===== config.mk =====
export PLATFORM = sky130hd
export DESIGN_NAME = ps2_key_queue_flat
export DESIGN_NICKNAME = d
export VERILOG_FILES = /design/src/rtl/ps2_pkg.sv /design/src/rtl/ps2_key_queue_if.sv /design/src/rtl/ps2_rx.sv /design/src/rtl/ps2_key_queue.sv /design/src/flat_wrapper.sv
export SDC_FILE = /design/constraint.sdc
export NUM_CORES = 1
export LEC_CHECK = 0
export ABC_CLOCK_PERIOD_IN_PS = 6100
export CORE_UTILIZATION = 25
export CTS_BUF_LIST = sky130_fd_sc_hd__clkbuf_16
export CTS_CLUSTER_SIZE = 40
export DETAILED_ROUTE_END_ITERATION = 10
export PLACE_DENSITY = 0.47
export SLEW_MARGIN = 25
export SYNTH_ARGS = -nofsm -noshare
export SYNTH_HDL_FRONTEND = slang
export SYNTH_SLANG_ARGS = --single-unit

===== constraint.sdc =====
create_clock -name clk_sys -period 6.1 [get_ports clk_sys]
set_input_delay 0.915 -clock clk_sys [delete_from_list [all_inputs] [get_ports clk_sys]]
set_output_delay 0.915 -clock clk_sys [all_outputs]
set_load 0.02 [all_outputs]

===== src/rtl/ps2_pkg.sv =====
// PS/2 key queue: shared event type and scan-code constants.
package ps2_pkg;
  typedef struct packed {
    logic       rpt;
    logic       make;
    logic [8:0] code;
  } ev_t;

  localparam logic [7:0] SC_E0 = 8'hE0;
  localparam logic [7:0] SC_F0 = 8'hF0;
  localparam logic [7:0] SC_E1 = 8'hE1;
  localparam logic [7:0] SC_00 = 8'h00;
  localparam logic [7:0] SC_FF = 8'hFF;
endpackage


===== src/rtl/ps2_key_queue_if.sv =====
// First-word-fall-through key event stream.
interface ps2_key_queue_if;
  logic       ev_valid;
  logic       ev_ready;
  logic [8:0] ev_code;
  logic       ev_make;
  logic       ev_repeat;

  modport master (
    output ev_valid, ev_code, ev_make, ev_repeat,
    input  ev_ready
  );
  modport slave (
    input  ev_valid, ev_code, ev_make, ev_repeat,
    output ev_ready
  );
endinterface


===== src/rtl/ps2_rx.sv =====
// PS/2 receiver: synchroniser, clock filter, frame deserialiser,
// odd-parity check and inter-edge timeout.
module ps2_rx #(
  parameter int FILT    = 4,
  parameter int TIMEOUT = 2000
) (
  input  logic       clk,
  input  logic       rst,
  input  logic       ce,
  input  logic       ps2_clk,
  input  logic       ps2_data,
  output logic [7:0] data,
  output logic       valid,
  output logic       err
);
  localparam int TW = $clog2(TIMEOUT + 1);
  localparam logic [TW-1:0] TMAX = TW'(TIMEOUT);
  localparam logic [TW-1:0] T1   = TW'(1);

  logic [1:0]      csync, dsync;
  logic [FILT-2:0] shr;
  logic [FILT-1:0] win;
  logic            filt, fall, d, par;
  logic [3:0]      bcnt;
  logic [7:0]      sh;
  logic [TW-1:0]   tmr;

  assign d    = dsync[1];
  assign win  = {shr, csync[1]};
  assign fall = ce && filt && (win == '0);

  always_ff @(posedge clk or posedge rst) begin
    if (rst) begin
      csync <= 2'b11;
      dsync <= 2'b11;
      shr   <= '1;
      filt  <= 1'b1;
      bcnt  <= 4'd0;
      sh    <= 8'd0;
      par   <= 1'b0;
      tmr   <= '0;
      data  <= 8'd0;
      valid <= 1'b0;
      err   <= 1'b0;
    end else begin
      csync <= {csync[0], ps2_clk};
      dsync <= {dsync[0], ps2_data};
      valid <= 1'b0;
      err   <= 1'b0;
      if (ce) begin
        shr <= win[FILT-2:0];
        if (&win)
          filt <= 1'b1;
        else if (win == '0)
          filt <= 1'b0;
      end
      if (fall) begin
        tmr <= '0;
        unique case (bcnt)
          4'd0: begin
            if (!d) bcnt <= 4'd1;
            else    err  <= 1'b1;
          end
          4'd9: begin
            par  <= ^{d, sh};
            bcnt <= 4'd10;
          end
          4'd10: begin
            bcnt <= 4'd0;
            if (d && par) begin
              data  <= sh;
              valid <= 1'b1;
            end else begin
              err <= 1'b1;
            end
          end
          default: begin
            sh   <= {d, sh[7:1]};
            bcnt <= bcnt + 4'd1;
          end
        endcase
      end else if (ce && bcnt != 4'd0) begin
        // A stalled frame is abandoned so the next start bit resyncs.
        if (tmr == TMAX) begin
          err  <= 1'b1;
          bcnt <= 4'd0;
          tmr  <= '0;
        end else begin
          tmr <= tmr + T1;
        end
      end
    end
  end
endmodule


===== src/rtl/ps2_key_queue.sv =====
// PS/2 keyboard front end: prefix decode, held-key table,
// autorepeat and an event FIFO.
module ps2_key_queue
  import ps2_pkg::*;
#(
  parameter int KEYS      = 5,
  parameter int DEPTH     = 8,
  parameter int FILT      = 4,
  parameter int TIMEOUT   = 2000,
  parameter int REP_DELAY = 25000,
  parameter int REP_RATE  = 3000
) (
  input  logic clk_sys,
  input  logic bus_reset,
  input  logic ce,
  input  logic ps2_kbd_clk,
  input  logic ps2_kbd_data,
  input  logic rep_en,
  input  logic clear,
  ps2_key_queue_if.master ev,
  output logic held_any,
  output logic overrun,
  output logic frame_err
);
  localparam int AW  = $clog2(DEPTH);
  localparam int CNW = AW + 1;
  localparam int RMX = (REP_DELAY > REP_RATE) ? REP_DELAY : REP_RATE;
  localparam int RW  = $clog2(RMX + 1);
  localparam logic [CNW-1:0] FULL = CNW'(DEPTH);
  localparam logic [AW-1:0]  A1   = AW'(1);
  localparam logic [RW-1:0]  R1   = RW'(1);
  localparam logic [RW-1:0]  DLY  = RW'(REP_DELAY - 1);
  localparam logic [RW-1:0]  RTE  = RW'(REP_RATE - 1);

  logic [7:0]            rx_byte;
  logic                  rx_valid, pend, proc;
  logic                  e0, e0_n, brk, brk_n;
  logic [2:0]            skip, skip_n;
  logic [KEYS-1:0][8:0]  tbl, tbl_n, mk_tbl, brk_tbl;
  logic [KEYS:0][8:0]    tx;
  logic [8:0]            code;
  logic                  held, key_ev, ovr_byte;
  logic [RW-1:0]         rcnt, rcnt_n, lim;
  logic                  rphase, rphase_n;
  logic                  push_req, push_rep, do_push, pop, full;
  ev_t                   push_ev, head;
  ev_t                   mem [DEPTH];
  logic [AW-1:0]         wp, rp;
  logic [CNW-1:0]        count;

  ps2_rx #(.FILT(FILT), .TIMEOUT(TIMEOUT)) u_rx (
    .clk      (clk_sys),
    .rst      (bus_reset),
    .ce       (ce),
    .ps2_clk  (ps2_kbd_clk),
    .ps2_data (ps2_kbd_data),
    .data     (rx_byte),
    .valid    (rx_valid),
    .err      (frame_err)
  );

  // A received byte waits for the next ce tick before decode.
  assign proc = ce && (pend || rx_valid);
  assign full = (count == FULL);
  assign pop  = ev.ev_valid && ev.ev_ready;
  assign head = mem[rp];

  assign ev.ev_valid  = (count != '0);
  assign ev.ev_code   = head.code;
  assign ev.ev_make   = head.make;
  assign ev.ev_repeat = head.rpt;
  assign held_any     = |tbl;

  always_comb begin
    code    = {e0, rx_byte};
    tx      = {9'd0, tbl};
    held    = 1'b0;
    mk_tbl  = tbl;
    brk_tbl = tbl;
    mk_tbl[0] = code;
    for (int i = 1; i < KEYS; i++)
      mk_tbl[i] = tbl[i-1];
    for (int i = 0; i < KEYS; i++) begin
      if (tbl[i] == code) held = 1'b1;
      brk_tbl[i] = held ? tx[i+1] : tbl[i];
    end

    tbl_n    = tbl;
    e0_n     = e0;
    brk_n    = brk;
    skip_n   = skip;
    key_ev   = 1'b0;
    ovr_byte = 1'b0;
    push_req = 1'b0;
    push_rep = 1'b0;
    push_ev  = '0;
    if (proc) begin
      if (skip != 3'd0) begin
        skip_n = skip - 3'd1;
      end else begin
        unique case (1'b1)
          rx_byte == SC_E0: e0_n = 1'b1;
          rx_byte == SC_F0: brk_n = 1'b1;
          rx_byte == SC_E1: skip_n = 3'd7;
          rx_byte == SC_00 || rx_byte == SC_FF: begin
            ovr_byte = 1'b1;
            e0_n     = 1'b0;
            brk_n    = 1'b0;
          end
          default: begin
            e0_n  = 1'b0;
            brk_n = 1'b0;
            if (brk) begin
              tbl_n    = brk_tbl;
              key_ev   = 1'b1;
              push_req = 1'b1;
              push_ev  = {1'b0, 1'b0, code};
            end else if (!held) begin
              tbl_n    = mk_tbl;
              key_ev   = 1'b1;
              push_req = 1'b1;
              push_ev  = {1'b0, 1'b1, code};
            end
          end
        endcase
      end
    end

    rcnt_n   = rcnt;
    rphase_n = rphase;
    lim      = rphase ? RTE : DLY;
    if (!rep_en || tbl[0] == 9'd0 || key_ev) begin
      rcnt_n   = '0;
      rphase_n = 1'b0;
    end else if (ce) begin
      if (rcnt == lim) begin
        rcnt_n   = '0;
        rphase_n = 1'b1;
        push_req = 1'b1;
        push_rep = 1'b1;
        push_ev  = {1'b1, 1'b1, tbl[0]};
      end else begin
        rcnt_n = rcnt + R1;
      end
    end
    do_push = push_req && (!full || pop);
  end

  always_ff @(posedge clk_sys or posedge bus_reset) begin
    if (bus_reset) begin
      pend    <= 1'b0;
      e0      <= 1'b0;
      brk     <= 1'b0;
      skip    <= 3'd0;
      tbl     <= '0;
      rcnt    <= '0;
      rphase  <= 1'b0;
      wp      <= '0;
      rp      <= '0;
      count   <= '0;
      overrun <= 1'b0;
    end else begin
      pend <= (pend || rx_valid) && !proc;
      if (clear) begin
        e0      <= 1'b0;
        brk     <= 1'b0;
        skip    <= 3'd0;
        tbl     <= '0;
        rcnt    <= '0;
        rphase  <= 1'b0;
        wp      <= '0;
        rp      <= '0;
        count   <= '0;
        overrun <= 1'b0;
      end else begin
        e0     <= e0_n;
        brk    <= brk_n;
        skip   <= skip_n;
        tbl    <= tbl_n;
        rcnt   <= rcnt_n;
        rphase <= rphase_n;
        if (do_push) wp <= wp + A1;
        if (pop)     rp <= rp + A1;
        count <= count + {{AW{1'b0}}, do_push}
                       - {{AW{1'b0}}, pop};
        if (ovr_byte || (push_req && !push_rep && full && !pop))
          overrun <= 1'b1;
      end
    end
  end

  always_ff @(posedge clk_sys) begin
    if (do_push && !clear) mem[wp] <= push_ev;
  end
endmodule


===== src/flat_wrapper.sv =====
// flat-port wrapper written by rule: the top's interface ports become plain ports
module ps2_key_queue_flat import ps2_pkg::*;
#(
  parameter int KEYS      = 5,
  parameter int DEPTH     = 8,
  parameter int FILT      = 4,
  parameter int TIMEOUT   = 2000,
  parameter int REP_DELAY = 25000,
  parameter int REP_RATE  = 3000
)
  (clk_sys, bus_reset, ce, ps2_kbd_clk, ps2_kbd_data, rep_en, clear, held_any, overrun, frame_err, ev_ev_valid, ev_ev_code, ev_ev_make, ev_ev_repeat, ev_ev_ready);
  ps2_key_queue_if ev_i ();
  input  logic clk_sys;
  input  logic bus_reset;
  input  logic ce;
  input  logic ps2_kbd_clk;
  input  logic ps2_kbd_data;
  input  logic rep_en;
  input  logic clear;
  output logic held_any;
  output logic overrun;
  output logic frame_err;
  output wire logic [$bits(ev_i.ev_valid)-1:0] ev_ev_valid;
  output wire logic [$bits(ev_i.ev_code)-1:0] ev_ev_code;
  output wire logic [$bits(ev_i.ev_make)-1:0] ev_ev_make;
  output wire logic [$bits(ev_i.ev_repeat)-1:0] ev_ev_repeat;
  input wire logic [$bits(ev_i.ev_ready)-1:0] ev_ev_ready;
  assign ev_ev_valid = ev_i.ev_valid;
  assign ev_ev_code = ev_i.ev_code;
  assign ev_ev_make = ev_i.ev_make;
  assign ev_ev_repeat = ev_i.ev_repeat;
  assign ev_i.ev_ready = ev_ev_ready;
  ps2_key_queue #(.KEYS(KEYS), .DEPTH(DEPTH), .FILT(FILT), .TIMEOUT(TIMEOUT), .REP_DELAY(REP_DELAY), .REP_RATE(REP_RATE)) u_core (.clk_sys(clk_sys), .bus_reset(bus_reset), .ce(ce), .ps2_kbd_clk(ps2_kbd_clk), .ps2_kbd_data(ps2_kbd_data), .rep_en(rep_en), .clear(clear), .ev(ev_i), .held_any(held_any), .overrun(overrun), .frame_err(frame_err));
endmodule

# After elaboration in Yosys (flattened, before gate mapping)
# Memories as Yosys holds them, arrays and structs flattened.
# Cells that the tools add are included.
[totals]
reg_bits = 120
latch_bits = 0
ram_bits = 88
romBits = 0
in_bits = 8
output_inout_bits = 15
word_cells = 210
n_memories = 1
[op_classes]
n_addsub = 8
mul = 0
n_div = 0
n_lt_le_gt_ge = 0
eq_ne = 25
shifts = 0
mux = 87
bitwise = 1
n_reduce_logical = 62
[memory_table]
columns = ["name", "words", "width", "read_ports", "rd_clocked_by_memory_dff", "write_ports", "line", "text"]
rows = [
  ["u_core.mem", 8, 11, 1, 0, 1, "ps2_key_queue.sv:47", "ev_t mem [DEPTH];"],
]
[op_table]
columns = ["op", "count"]
rows = [
  ["45-bit 2-to-1 mux", 6],
  ["11-bit 2-to-1 mux", 10],
  ["15-bit 2-to-1 mux", 5],
  ["9-bit == test", 5],
  ["9-bit 2-to-1 mux", 5],
  ["45-bit OR reduction", 1],
  ["1-bit 2-to-1 mux", 43],
  ["8-bit == test, second input constant", 4],
  ["5-bit AND reduction", 5],
  ["3-bit 2-to-1 mux", 8],
  ["4-bit 2-to-1 mux", 5],
  ["3-bit != test, second input constant", 6],
  ["15-bit by 1-bit adder with 15-bit output, second input constant", 1],
  ["15-bit == test", 1],
  ["2-bit nonzero test", 7],
  ["4-bit == test, second input constant", 3],
  ["1-bit logical AND", 12],
  ["4-bit one-hot mux with 3 select lines", 1],
  ["3-bit AND reduction", 4],
  ["3-bit nonzero test", 4],
  ["11-bit by 1-bit adder with 11-bit output, second input constant", 1],
  ["11-bit == test, second input constant", 1],
  ["10-bit 2-to-1 mux", 1],
  ["2-bit AND reduction", 5],
  ["other kinds (21)", 39],
]

# Depth between registers and ports, before layout
# Gate-level depths: netlist (run 1).
[depth]
word_depth = 20
mapped_depth = 16
ltp_nobuf = 15

# Cells and area by module
# Synthesis (run 1) repeated with hierarchy kept, for this count alone.
[hier_totals]
hier_cells = 853
hier_area_um2 = 10448.8
[modules_own_cells]
columns = ["module", "instances", "cells_each", "area_each_um2", "seq_area_each_um2"]
rows = [
  ["ps2_key_queue", 1, 672, 8325.5, 4594.4],
  ["ps2_rx", 1, 181, 2123.3, 1061.0],
]

# Worst setup path after synthesis (run 1)
# No wires, ideal clock.
[synth_timing]
path_type = "input port to flip-flop"
startpoint = "input port ce"
endpoint = "memory u_core.mem[0][0] (netlist bit) (enable)"
setup_time_ns = 0.412
t_arrival_ns = 3.774
t_required_ns = 5.688
setup_slack_ns = 1.914
path_stages = 9
n_path_buf = 2
path_cell_list = "buf_4 > o21ai_0 > a311oi_2 > nand3_1 > or4_1 > buf_4 > o21bai_2 > nand2_1 > nor4b_1"
[synth_between]
elab_chain_len = 9
word_cells_on_any_way = 10
cone_classes = "6 x mux; 4 x reduce/logical"
[synth_rtl]
columns = ["item", "line", "text"]
rows = [
  ["from (decl)", "flat_wrapper.sv:15", "input logic ce;"],
  ["1-bit logical AND", "ps2_key_queue.sv:63", "assign proc = ce && (pend || rx_valid);"],
  ["1-bit 2-to-1 mux", "ps2_key_queue.sv:97", "if (proc) begin"],
  ["1-bit 2-to-1 mux", "ps2_key_queue.sv:136", "if (rcnt == lim) begin"],
  ["1-bit 2-to-1 mux", "ps2_key_queue.sv:135", "end else if (ce) begin"],
  ["1-bit 2-to-1 mux *", "ps2_key_queue.sv:132", "if (!rep_en || tbl[0] == 9'd0 || key_ev) begin"],
  ["1-bit logical AND *", "ps2_key_queue.sv:146", "do_push = push_req && (!full || pop);"],
  ["1-bit logical AND *", "ps2_key_queue.sv:193", "if (do_push && !clear) mem[wp] <= push_ev;"],
  ["1-bit 2-to-1 mux *", "ps2_key_queue.sv:193", ""],
  ["1-bit 2-to-1 mux (not written as such) *", "ps2_key_queue.sv:193", ""],
  ["to (decl)", "ps2_key_queue.sv:47", ""],
]
# Mark *: on every way between the ends. The rest lies on a longest branch, timed or not.

# Worst setup path after layout (run 1)
[layout_timing]
startpoint = "input port ce"
endpoint = "memory u_core.mem[6][0] (netlist bit) (enable)"
# Same word-level chain as after synthesis.

==> results.yml, run 1 <==
die:
  rows: 74
  num_io_pins: 23
  dieArea_um2: 42300
  die_h_um: 205.7
  die_x_um: 205.7
  start_util_pct: 25.40
  core_um2: 40830
synthesis:
  synth_top_area_share_pct: 27.03
  synth_top_family_by_area: "multiplexers"
  synthFlopType: "dfrtp_1"
  synth_edf_count: 88
  yosysUniqueCellTypes: 69
  synth-compound-area-share_pct: 8.844
  synth_mux_area_share_pct: 12.90
  netlist_instances: 846
  netlist_top_cells_area: "dfrtp_1, edfxtp_1, mux4_2"
  synthXorXnorAreaFrac_pct: 5.743
  synth.avg_cell_area_um2: 12.26
  synth_area_um2: 10370
  ys_seq_elements: 208
  seq_area_frac_synth_pct: 54.54
  yosys.area_share.simple_pct: 12.56
  synth_top_cell_by_area: "dfrtp_1"
  async_reset_ff_share_pct: 57.69
  yosysWarnings: 0
  synth_fa_ha_area_share_pct: 2.124
  synth_fp_nets: 871
setup_path:
  slowest_stage: "or4_1"
  cp-end-kind: "flip-flop"
  cp-start-kind: "input pin"
  crit_type: "input pin to flip-flop"
  ff2ff_setup_slack_ns: 2.36
  crit_chain: "clkdlybuf4s50_1 > o21ai_0 > a311oi_2 > nand3_1 > or4_1 > o21bai_2 > nand3_1 > nor2_1 > buf_4"
  r2r-end: "u_core.mem[1][1]$_DFFE_PP_"
  r2r-start: "u_core.rcnt[9]$_DFFE_PP0P_"
  critPathMaxStageDelay_ns: 0.70
  crit_path_max_fanout: 6
  cp_common_cell: "nand3_1"
  path_delay_family: "simple AND/OR/NAND/NOR gates"
  crit_arrival_ns: 4.07
  required_ns: 6.33
  r2r_cells: 7
  critPathBufInv: 2
clock_network:
  clk_pin_slew_ns: 0.06
  cts_tree: "built"
  numClockSinks: 208
  clk_path_buf_depth: 3
  cts_buffers: 25
  cts_root_buffer: "clkbuf_16"
  insertion_delay_ns: 0.53
  htreeDepth: 1
  cts_resized: 0
  post_cts_buffers: 0
  cts_hold_buffers: 0
min_path:
  hold_path.class: "flip-flop to flip-flop"
  min_from: "u_core.u_rx.dsync[0]$_DFF_PP1_"
  holdPathStages: 0
  holdPathEnd: "u_core.u_rx.dsync[1]$_DFF_PP1_"
timing:
  finalClockSkew_ns: 0.01263
  fin_setup_tns_ns: 0
  setup_viol: 0
  rsz0062_at_grt: "false"
  worst_pin_slew_ns: 0.9697
  max_freq_mhz: 260.5
  post-route-period-util_pct: 62.94
  slew_headroom_pct: 34.67
  final_max_slew_viol_count: 0
  worst_slack_ns: 2.261
  fin_crit_ns: 3.839
  hold_viol: 0
finish:
  layout.nets: 890
  drive_gt1_share_pct: 17.76
  area_delta_synth_final_pct: 15.48
  diodes: 0
  post-route-util_pct: 29.33
  fin_area_um2: 11980
grt:
  grt_max_degree: 73
  antenna_found_initial: 0
  grt_pass1_wl_mm: 40.44
  first_global_vias: 6862
  track_usage_pct: 12.14
  grt_overflow: 0
power_and_ir_drop:
  power_density_nw_per_um2: 270.0
  vdd_drop_max_v: 0.0001747
  leakage_nw: 4.074
route:
  ant_nets: 0
  num_vias: 6644
  drt_iter0_drc: 329
  wl_mm: 24.74
  first_pass_iters: 6
  drcViolationCount: 0
  wl_per_cell_um: 17.47
  viasPerCell: 4.692
placed_design:
  dp_hpwl_mm: 15.93
  port_buffers: 22
  placed_cell_area_um2: 11170
  dpl_worst_slack_ns: 1.629
  place.gp.congestion: 0.7634
run_status:
  status: "finished, final reports clean"
run:
  drv_cap: 0
layout by cell type (no fill, tap or decap), drive strengths merged, types with 16 or more instances in the layout:
master / synthesis / routed
mux2: 41 / 41
nand3: 29 / 29
ha: 16 / 16
dfrtp: 112 / 112
clkdlybuf4s50: 0 / 22
o2bb2ai: 18 / 18
nor4: 20 / 20
o21ai: 34 / 34
inv: 25 / 30
nand2: 75 / 75
edfxtp: 88 / 88
xnor2: 46 / 46
xor2: 22 / 22
a21oi: 30 / 30
mux2i: 38 / 38
mux4: 22 / 22
nor2: 47 / 47
clkbuf: 20 / 25
worst max path at each step:
| stage | depth (start not counted) | start | slack (ns) | end |
|---|---|---|---|---|
| floorplan | 9 | ce | 1.91 | u_core.mem[0][0]$_DFFE_PP_ |
| global placement | 9 | ce | 1.67 | u_core.mem[6][0]$_DFFE_PP_ |
| detailed placement | 9 | ce | 1.63 | u_core.mem[6][0]$_DFFE_PP_ |
| CTS | 9 | ce | 2.18 | u_core.mem[6][0]$_DFFE_PP_ |
| global route | 7 | ce | 2.01 | u_core.mem[7][6]$_DFFE_PP_ |
| finish | 9 | ce | 2.26 | u_core.mem[6][0]$_DFFE_PP_ |
report_power, final:
group	switching, mW	internal [mW]
clock	0.594	0.872
sequential	0.0136	1.48
combinational	0.165	0.113
total	0.772	2.46
layout make-up:
class | instances | area, µm²
clock inverter | 21 | 180.2
timing repair buffer | 37 | 332.8
sequential | 208 | 5657
tap | 532 | 665.6
inverter | 26 | 102.6
multi-input combinational | 567 | 4412
fill | 4187 | 28860
clock buffer | 25 | 625.6
logic make-up (layout without fill, tap and decap cells):
logic type / count (synthesis) / in the layout
xor gates and xnor gates: 68 / 68
and+or+nand+nor: 252 / 252
AOI/OAI and AO/OA: 129 / 129
adders and majority gates: 17 / 17
buffers and inverters: 71 / 109
DFF: 208 / 208
muxes: 101 / 101
worst reg2reg max path, stage by stage (launching register included):
cell	delay, ns
dfrtp_1	0.45
or4b_2	0.68
mux2i_1	0.23
and4_1	0.48
nand2_1	0.18
nor2_1	0.47
nand2_1	0.13
o21ai_0	0.78
state kept, by name, indices dropped and copies added (netlist names), 4 cells and up:
name / flops
u_core.mk_tbl: 36
u_core.u_rx.data: 8
u_core.u_rx.tmr: 11
u_core.rcnt: 15
u_core.u_rx.bcnt: 4
u_core.count: 4
u_core.u_rx.sh: 8
u_core.tbl: 9
u_core.mem: 88
layer usage:
metal	share of wire, %	wire (µm)	GRT usage [%]	vias to the layer above
li1	-	-	-	3167
met1	49	12100	17.23	3347
met2	45	11210	19.19	94
met3	3.8	941	1.996	36
met4	2.0	484	2.857	0
met5	0	0	0	-
Yosys cell counts (all sizes together), types with 3 or more instances:
| master | count |
|---|---|
| a21oi | 30 |
| a22o | 9 |
| a311oi | 5 |
| and2 | 3 |
| and3 | 11 |
| buf | 25 |
| clkbuf | 20 |
| dfrtp | 112 |
| dfstp | 8 |
| edfxtp | 88 |
| ha | 16 |
| inv | 25 |
| mux2 | 41 |
| mux2i | 38 |
| mux4 | 22 |
| nand2 | 75 |
| nand2b | 8 |
| nand3 | 29 |
| nand4 | 10 |
| nand4b | 3 |
| nor2 | 47 |
| nor2b | 4 |
| nor3 | 13 |
| nor3b | 3 |
| nor4 | 20 |
| o21a | 5 |
| o21ai | 34 |
| o2bb2ai | 18 |
| o32ai | 9 |
| or2 | 3 |
| or3 | 7 |
| or3b | 4 |
| or4 | 4 |
| xnor2 | 46 |
| xor2 | 22 |
per-stage QoR:
stage	hold WS [ns]	power, mW	cells
detailed placement	0.3489	1.802	1370
CTS	0.3573	3.286	1416
finish	0.3552	3.233	1416
floorplan	0.3452	1.728	846
global placement	0.3483	1.802	1370
global route	0.3609	3.375	1416
Note: power is estimated with default switching activity, not from simulation.
==> run 2: changes to the inputs <==
Settings changed: ABC_CLOCK_PERIOD_IN_PS 6100 to 3200, PLACE_DENSITY 0.47 to 0.48.
Clock period 6.1 ns to 3.2 ns, I/O delays scaled along.
==> results.yml, run 2 (synthesis results as in run 1) <==
clock_network:
  cts_buffers: 25
  clk_pin_slew_ns: 0.06
  cts_tree: "built"
  htreeDepth: 1
  clk_path_buf_depth: 3
  numClockSinks: 208
  cts_hold_buffers: 0
  post_cts_buffers: 0
  cts_root_buffer: "clkbuf_16"
  insertion_delay_ns: 0.52
die:
  die_x_um: 205.7
  core_um2: 40830
  die_h_um: 205.7
  rows: 74
  dieArea_um2: 42300
  num_io_pins: 23
  start_util_pct: 25.40
timing:
  max_freq_mhz: 324.3
  slew_headroom_pct: 52.05
  post-route-period-util_pct: 96.35
  setup_viol: 0
  finalClockSkew_ns: 0.02441
  rsz0062_at_grt: "true"
  fin_crit_ns: 3.083
  worst_pin_slew_ns: 0.7192
  final_max_slew_viol_count: 0
  hold_viol: 0
  hold_ws_ns: 0.3554
grt:
  antenna_found_initial: 0
  track_usage_pct: 11.88
  grt_overflow: 0
  first_global_vias: 7102
  grt_pass1_wl_mm: 39.94
  grt_max_degree: 121
finish:
  fill_cells: 4094
  final_cell_mix: "dfrtp_1, edfxtp_1, nand2_1, buf_4"
  area_delta_synth_final_pct: 22.25
  multiInputGateArea_um2: 4453
  final_common_cell: "dfrtp_1"
  regArea_um2: 5659
  diodes: 0
  layout.nets: 961
  drive_gt1_share_pct: 24.63
  largest_reg_flops: 88
  regMostFlops: "u_core.mem"
setup_path:
  cp-start-kind: "flip-flop"
  required_ns: 2.72
  cp-end-kind: "output port"
  r2r_cells: 12
  crit_path_max_fanout: 5
  crit_type: "flip-flop to output port"
  crit_arrival_ns: 2.60
min_path:
  hold_path.class: "flip-flop to flip-flop"
  holdPathStages: 0
placed_design:
  port_buffers: 22
  place.gp.congestion: 0.7758
  dp_hpwl_mm: 17.03
run_status:
  status: "finished, final reports clean"
route:
  drcViolationCount: 0
  drt_iter0_drc: 329
  viasPerCell: 4.597
  wl_per_cell_um: 16.42
  num_vias: 6831
  first_pass_iters: 5
  wl_mm: 24.40
  ant_nets: 0
run:
  drv_cap: 0
power_and_ir_drop:
  vdd_drop_max_v: 0.0003278
  power_density_nw_per_um2: 490.0
  finalPower_mw: 6.212
  leakage_nw: 4.469
run 2: changes by cell type in the layout (fill, tap and decap cells not counted), moves of 3 or more:
cell / change
clkinv_2: -4
clkinv_1: +4
nor4_2: +3
buf_4: +60
buf_12: +10
nor4_1: -3
run 2: worst max-delay path: stages, from the launching register on:
cell,delay [ns]
dfrtp_1,0.45
nor4_1,0.31
buf_4,0.17
nand3_1,0.20
or4_4,0.62
dlygate4sd2_1,0.34
run 2: worst paths after layout:
check                                                    start                               to  slack (ns)
min in group asynchronous                            bus_reset  u_core.u_rx.tmr[10]$_DFFE_PP0P_        0.47
worst min-delay path            u_core.u_rx.csync[0]$_DFF_PP1_   u_core.u_rx.csync[1]$_DFF_PP1_        0.36
worst max register to register      u_core.skip[0]$_DFFE_PP0P_       u_core.mem[0][5]$_DFFE_PP_        0.13
max in group asynchronous                            bus_reset         u_core.rp[0]$_DFFE_PP0P_        2.12
worst max-delay path             u_core.mk_tbl[14]$_DFFE_PP0P_                         held_any        0.12
worst min register to register  u_core.u_rx.csync[0]$_DFF_PP1_   u_core.u_rx.csync[1]$_DFF_PP1_        0.36
run 2: layer usage:
metal	GRT usage [%]	wire length [µm]	up-vias
li1	-	-	3315
met1	16.24	11930	3407
met2	19.49	11260	77
met3	1.710	650	32
met4	3.254	559	0
met5	0	0	-
run 2: metrics by stage:
step / area (µm²) / util (%) / setup slack (ns) / instances / setup TNS (ns)
6_report: 12680 / 31.05 / 0.1169 / 1486 / 0
5_1_grt: 12680 / 31.05 / -0.02902 / 1486 / -0.1981
3_5_place_dp: 11820 / 28.95 / -0.4761 / 1441 / -51.25
2_1_floorplan: 10400 / - / -0.1469 / 846 / -3.918
4_1_cts: 12630 / 30.93 / 0.03513 / 1486 / 0
3_3_place_gp: 11820 / 28.95 / -0.4292 / 1441 / -46.85
run 2: repair_timing:
item	CTS	global route
setup endpoints to repair	10	60
pin swaps	0	3
resized for setup	3	11
gates cloned	0	0
endpoints found under the hold margin	0	0
run 2: cell type report:
type	instances	area share (%)
Sequential cell	208	44.64
Timing Repair Buffer	108	7.837
Inverter	26	0.7994
Clock buffer	25	4.935
Tap cell	532	5.251
Multi-Input combinational cell	567	35.13
Clock inverter	20	1.411
run 2: power by group:
part | internal (mW) | total (mW) | switching (mW)
combinational | 0.253 | 0.557 | 0.304
clock | 1.66 | 2.80 | 1.13
sequential | 2.81 | 2.86 | 0.0430
==> run 3: changes to the inputs <==
Settings changed: CAP_MARGIN set to 10.
==> results of run 3 <==
Same layout as run 2: the final DEF is identical, and so are final timing and power.
